$ cat src/rtl/pwm_capture.sv
`default_nettype none
// +----------------------------------------------------------------------------+
// | Module      : pwm_capture                                                  |
// | Description : Measures high/low pulse widths of a PWM input in clk cycles; |
// |               optional stuck-input detector via PWM_CAPTURE_STUCK_DETECT_EN|
// | Revision    : 1.0                                                          |
// +----------------------------------------------------------------------------+
module pwm_capture #(
   parameter int WIDTH       = 16,
   parameter int SYNC_STAGES = 2
) (
   input  logic             clk,
   input  logic             rst,
   input  logic             pwm_in,
   input  logic             clear,
   input  logic             ack,
   output logic [WIDTH-1:0] high_time,
   output logic [WIDTH-1:0] low_time,
   output logic             valid,
   output logic             sat,
   output logic             overrun,
   output logic             stuck
);

   localparam logic [1:0]       c_idle  = 2'd0;
   localparam logic [1:0]       c_armed = 2'd1;
   localparam logic [1:0]       c_high  = 2'd2;
   localparam logic [1:0]       c_low   = 2'd3;
   localparam logic [WIDTH-1:0] c_max   = '1;

   logic [SYNC_STAGES-1:0] r_sync;
   logic [SYNC_STAGES:0]   r_fill;
   logic                   r_s_d, r_rise, r_fall;
   logic                   w_ready;

   // r_fill marks when s_d holds a genuine sample, so a high level present
   // at reset is not mistaken for the low phase needed to arm.
   always_ff @(posedge clk or posedge rst) begin
      if (rst) begin
         r_sync <= '0;
         r_fill <= '0;
         r_s_d  <= 1'b0;
         r_rise <= 1'b0;
         r_fall <= 1'b0;
      end else begin
         r_sync <= {r_sync[SYNC_STAGES-2:0], pwm_in};
         r_fill <= {r_fill[SYNC_STAGES-1:0], 1'b1};
         r_s_d  <= r_sync[SYNC_STAGES-1];
         r_rise <= r_sync[SYNC_STAGES-1] & ~r_s_d;
         r_fall <= ~r_sync[SYNC_STAGES-1] & r_s_d;
      end
   end

   assign w_ready = r_fill[SYNC_STAGES];

   logic [1:0]       r_state, w_state_nxt;
   logic [WIDTH-1:0] r_cnt, w_cnt_nxt, r_hi_tmp;
   logic             r_ph_sat, w_ph_sat_nxt, r_hi_sat;
   logic             w_load, w_counting, w_latch_hi, w_publish;

   always_ff @(posedge clk or posedge rst) begin
      if (rst)        r_state <= c_idle;
      else if (clear) r_state <= c_idle;
      else            r_state <= w_state_nxt;
   end

   always_comb begin
      w_state_nxt = r_state;
      case (r_state)
         c_idle:  if (w_ready && !r_s_d) w_state_nxt = c_armed;
         c_armed: if (r_rise)            w_state_nxt = c_high;
         c_high:  if (r_fall)            w_state_nxt = c_low;
         c_low:   if (r_rise)            w_state_nxt = c_high;
         default:                        w_state_nxt = c_idle;
      endcase
   end

   always_comb begin
      w_counting   = (r_state == c_high) || (r_state == c_low);
      w_latch_hi   = (r_state == c_high) && r_fall;
      w_publish    = (r_state == c_low)  && r_rise;
      w_load       = ((r_state == c_armed) && r_rise) || w_latch_hi || w_publish;
      w_cnt_nxt    = '0;
      w_ph_sat_nxt = r_ph_sat;
      if (w_load) begin
         w_cnt_nxt    = WIDTH'(1);
         w_ph_sat_nxt = 1'b0;
      end else if (w_counting) begin
         // Saturation flags only a true overflow; a width of exactly c_max is exact.
         w_cnt_nxt = (r_cnt == c_max) ? c_max : r_cnt + 1'b1;
         if (r_cnt == c_max) w_ph_sat_nxt = 1'b1;
      end
   end

   always_ff @(posedge clk or posedge rst) begin
      if (rst) begin
         r_cnt     <= '0;
         r_ph_sat  <= 1'b0;
         r_hi_tmp  <= '0;
         r_hi_sat  <= 1'b0;
         high_time <= '0;
         low_time  <= '0;
         sat       <= 1'b0;
         valid     <= 1'b0;
         overrun   <= 1'b0;
      end else if (clear) begin
         r_cnt     <= '0;
         r_ph_sat  <= 1'b0;
         r_hi_tmp  <= '0;
         r_hi_sat  <= 1'b0;
         high_time <= '0;
         low_time  <= '0;
         sat       <= 1'b0;
         valid     <= 1'b0;
         overrun   <= 1'b0;
      end else begin
         r_cnt    <= w_cnt_nxt;
         r_ph_sat <= w_ph_sat_nxt;
         if (w_latch_hi) begin
            r_hi_tmp <= r_cnt;
            r_hi_sat <= r_ph_sat;
         end
         if (w_publish) begin
            high_time <= r_hi_tmp;
            low_time  <= r_cnt;
            sat       <= r_hi_sat | r_ph_sat;
            valid     <= 1'b1;
            if (valid && !ack) overrun <= 1'b1;
         end else if (ack) begin
            valid <= 1'b0;
         end
      end
   end

`ifdef PWM_CAPTURE_STUCK_DETECT_EN
   logic [WIDTH-1:0] r_idle_cnt, w_idle_nxt;
   logic             r_stuck;

   always_comb begin
      w_idle_nxt = '0;
      if (!w_counting && !(r_rise || r_fall))
         w_idle_nxt = (r_idle_cnt == c_max) ? c_max : r_idle_cnt + 1'b1;
   end

   always_ff @(posedge clk or posedge rst) begin
      if (rst) begin
         r_idle_cnt <= '0;
         r_stuck    <= 1'b0;
      end else if (clear) begin
         r_idle_cnt <= '0;
         r_stuck    <= 1'b0;
      end else begin
         r_idle_cnt <= w_idle_nxt;
         if (r_rise || r_fall)
            r_stuck <= 1'b0;
         else if ((w_cnt_nxt == c_max) || (w_idle_nxt == c_max))
            r_stuck <= 1'b1;
      end
   end

   assign stuck = r_stuck;
`else
   assign stuck = 1'b0;
`endif

endmodule
`default_nettype wire

$ cat config.mk
export PLATFORM = sky130hd
export DESIGN_NAME = pwm_capture
export DESIGN_NICKNAME = d
export VERILOG_FILES = /design/src/rtl/pwm_capture.sv
export SDC_FILE = /design/constraint.sdc
export NUM_CORES = 1
export LEC_CHECK = 0
export ABC_AREA = 1
export BUFFER_PORTS_ARGS = -buffer_cell sky130_fd_sc_hd__buf_2
export CELL_PAD_IN_SITES_DETAIL_PLACEMENT = 0
export CELL_PAD_IN_SITES_GLOBAL_PLACEMENT = 1
export CORE_MARGIN = 4
export CORE_UTILIZATION = 40
export DETAILED_ROUTE_END_ITERATION = 8
export GPL_ROUTABILITY_DRIVEN = 0
export GPL_TIMING_DRIVEN = 0
export PLACE_DENSITY = 0.72
export SYNTH_ARGS = -nofsm -noshare
export SYNTH_HDL_FRONTEND = slang
export SYNTH_SLANG_ARGS = --single-unit
$ cat constraint.sdc
create_clock -name clk -period 7.4 [get_ports clk]
set_clock_uncertainty 0.2 [all_clocks]
set_input_delay 1.85 -clock clk [delete_from_list [all_inputs] [get_ports clk]]
set_output_delay 1.85 -clock clk [all_outputs]
set_load 0.1 [all_outputs]
# After elaboration in Yosys (flattened, before gate mapping)
# Index checks and enable logic that the tools add are counted.
# totals
ff_bits	79
latch_bits	0
ramBits	0
romBits	0
in_bits	5
out_inout_bits	36
wordCells	78
memories	0
# op_classes
add_sub_neg	1
mul	0
div	0
n_lt_le_gt_ge	0
eq_ne	7
shift	0
n_mux	29
bitwise_logic	5
n_reduce_logical	21
# ops
operator	count
$mux W16	10
$add A16 B1 Y16 const B	1
$eq A16 B16 Y1 const B	1
$mux W1	14
$reduce_bool A3 Y1	3
$mux W2	4
$ne A3 B3 Y1 const B	2
$pmux W2 S3	1
$reduce_bool A2 Y1	3
$logic_and A1 B1 Y1	5
$eq A2 B2 Y1 const B	2
$reduce_and A2 Y1	2
$logic_or A1 B1 Y1	3
$ne A3 B1 Y1 const B	1
$reduce_and A3 Y1	1
$and A1 B1 Y1	2
$eq A2 B1 Y1 const B	1
$logic_not A1 Y1	2
$logic_not A2 Y1	1
$not A1 Y1	2
$reduce_or A2 Y1	1
$or A1 B1 Y1	1

# Depth between registers and ports, before layout
# logic_depth
word_depth	6
ltp_mapped	9
mapped_depth_nobuf	9

# Worst setup path before layout
# OpenSTA, ideal clock, no wires.
# synth_path
kind	register to output
start	register overrun
end	output port overrun
arrival_time_ns	0.898
required_time_ns	5.350
path_slack_ns	4.452
path_stages_with_launch	1
path_buffers	0
path_cell_list	dfrtp_1
# synth_lines
item	line	source
from (decl)	21	output logic overrun,
from (signal assigned)	105	overrun <= 1'b0;
from (signal assigned)	115	overrun <= 1'b0;
from (signal assigned)	128	if (valid && !ack) overrun <= 1'b1;
# No word-level cell between the ends.

# Worst setup path after layout
# layout_path
start	register high_time[10]
end	output port high_time[10]
# layout_lines
item	line	source
from (decl)	17	output logic [WIDTH-1:0] high_time,
from (signal assigned)	124	high_time <= r_hi_tmp;
# No word-level cell between the ends.

==> out/metrics.csv <==
stage,metric,value,unit
cts,hold_buffers,0,
power,swShare,0.251,
cells_and_area,multiInputGateArea,932,um2
min_path,min_path_type,register to register,
synth,synth_top_area_cell,dfrtp_1,
sta,finalHoldViolCount,0,
cells_and_area,final.fill_count,785,
global_routing,track_usage,0.156,
global_routing,first_global_vias,2365,
cells_and_area,fin_nets,397,
job,maxCapViolations,0,
cts,cts_root_buf,clkbuf_8,
synth,synthSimpleGateAreaFrac,0.144,
floorplan,initial_core_util,0.417,
floorplan,die-area,9690,um2
sta,fmax,312,MHz
power,p_seq_frac,0.541,
setup_path,max_stage_delay,0.43,ns
sta,final.setup.tns,0,ns
synth,yosysUniqueCellTypes,32,
sta,hold_ws,0.156,ns
synth,synthArstFlopShare,1.00,
cts,clockBufferDepth,2,
floorplan,die_h,98.5,um
cts,post-cts-setup-buffers,0,
sta,grt_setup_unrepaired,no,
sta,finalSetupViolCount,0,
setup_path,worstPathMaxFanout,2,
cts,cts_made_buffers,9,
placement,portBuffers,39,
sta,period_needed,3.20,ns
setup_path,critPathKind,register to primary output,
cells_and_area,instances_no_fill,498,
power,power.density,210,nW/um2
synth,synth.top_cell.area_share,0.604,
power,pwr-share-comb,0.036,
power,irDropWorstVdd,0.0000867,V
global_routing,grt_pass1_wl,12000,um
synth,synth_compound_area_frac,0.124,
run_status,run_status,finished clean,
placement,dpl.hpwl,5050,um
setup_path,path_buf_inv,1,
cts,clock_latency,0.35,ns
detailed_routing,wl_per_cell,14.4,um
detailed_routing,via_count,2408,
cts,clock-sinks,79,
floorplan,num_io_pins,41,
synth,synth.area.top_cells,"dfrtp_1, o22ai_1, inv_1",
placement,placed_area,3630,um2
global_routing,grt_overflow_total,0,
floorplan,core_area,7850,um2
cells_and_area,final_common_cell,dfrtp_1,
synth,ys_ff_latch,79,
setup_path,path_cells,buf_2,
sta,post-route-period-util,0.433,
cts,clkTransAtPathRegs,0.10,ns
synth,synth-main-ff-cell,dfrtp_1,
cells_and_area,drive_gt1_frac,0.212,
global_routing,grt_max_degree,44,
sta,drv_slew,0,
cells_and_area,mostFrequentLayoutCells,"dfrtp_1, inv_1, o22ai_1, buf_2, nand2_1",
synth,synth_edf_count,0,
detailed_routing,drt_pass1_iterations,4,
setup_path,cp.required,5.35,ns
power,leakage,1.83,nW
cts,postCtsResizedCells,0,
power,switchingPower,0.202,mW
detailed_routing,postRouteAntennaNets,0,
detailed_routing,viasPerCell,4.84,
global_routing,antenna_found_initial,0,
placement,dp.cells,482,
setup_path,critPathLaunchType,register,
synth,synthAdderAreaFrac,0.00382,
synth,synthesis.nets,346,
synth,synth_xor_area_frac,0.0107,
power,p_int,0.605,mW
setup_path,arrival,1.15,ns
synth,syn-cell-area,3270,um2
synth,ys_seq_area_frac,0.604,
cells_and_area,antennaDiodeCount,0,
placement,pre_cts_slack,4.12,ns
detailed_routing,drc_errors,0,
cells_and_area,syn2layout_area_growth,17.2,%
synth,yosys_warnings,0,
detailed_routing,drtIter0Drc,108,
floorplan,rows,32,
cells_and_area,area.sequential,1980,um2
cts,htreeDepth,3,
setup_path,endpoint_kind,primary output,
setup_path,cp_top_family,buffers and inverters,
synth,syn_area_per_cell,9.63,um2
synth,syn_inst,340,
power,clock_power_share,0.424,
detailed_routing,wirelength,7160,um
synth,synthMuxAreaShare,0,
cells_and_area,fin_area,3830,um2
floorplan,dieWidth,98.5,um
setup_path,crit_slowest_cell,buf_2,
synth,synth_top_family_by_area,simple AND/OR/NAND/NOR gates,
cts,cts_tree,built,
sta,fin_ws,4.20,ns
-- worst paths after layout --
kind	from	to	slack, ns	cells after the start
max in group asynchronous	rst	r_cnt[13]	5.10	3
min in group asynchronous	rst	sat	1.32	2
worst min-delay path	r_sync[0]	r_sync[1]	0.16	0
worst max-delay path	high_time[10]	high_time[10]	4.20	1
worst min register to register	r_sync[0]	r_sync[1]	0.16	0
worst max register to register	r_cnt[0]	r_cnt[15]	5.67	8
-- metal layers --
| layer | wire length [um] | GRT usage |
|---|---|---|
| met1 | 3550 | 0.232 |
| met2 | 3190 | 0.228 |
| met3 | 348 | 0.0410 |
| met4 | 72 | 0.0431 |
| met5 | 0 | 0 |
-- synth_stat cells, types with 2 or more instances --
cell	count
dfrtp_1	79
inv_1	76
o22ai_1	49
nand2_1	47
nor2_1	16
nand3_1	13
buf_2	8
a21oi_1	7
o21ai_0	6
inv_2	5
nand4_1	5
a31oi_1	3
xor2_1	3
conb_1	2
nand3_4	2
nor2_2	2
nor2_4	2
-- layout make-up --
| class | instances | share of cell area |
|---|---|---|
| Sequential cell | 79 | 0.515 |
| Multi-Input combinational cell | 169 | 0.243 |
| Inverter | 82 | 0.0822 |
| Timing Repair Buffer | 40 | 0.0581 |
| Tap cell | 102 | 0.0333 |
| Clock buffer | 9 | 0.0323 |
| Clock inverter | 7 | 0.0222 |
| Buffer | 10 | 0.0134 |
-- power by group through the flow --
stage          registers [mW]  logic (mW)  clock network (mW)
6_report                0.436      0.0287               0.342
3_3_place_gp            0.445      0.0271                   0
2_1_floorplan           0.445      0.0196                   0
3_5_place_dp            0.445      0.0295                   0
5_1_grt                 0.437      0.0322               0.370
4_1_cts                 0.436      0.0294               0.348
-- cells by family (layout without fill, tap and decap cells) --
group           Yosys count  count (layout)
simple gates             95              95
fa+ha+maj                 1               1
other cells               2               2
flops                    79              79
compound gates           67              67
buf+inv                  92             148
xor+xnor                  4               4
-- registers in the layout (all words and copies together), names as in the netlist, 2 cells and up --
name       cells
high_time     16
low_time      16
r_cnt         16
r_hi_tmp      16
r_fill         3
r_state        2
r_sync         2
-- stage by stage --
step / utilization / power [mW]
after detailed placement: 0.462 / 0.474
after CTS: 0.489 / 0.814
after global placement: 0.458 / 0.472
final: 0.489 / 0.807
after floorplan: - / 0.464
after global routing: 0.489 / 0.839
Power figures use the tool's default switching activity.
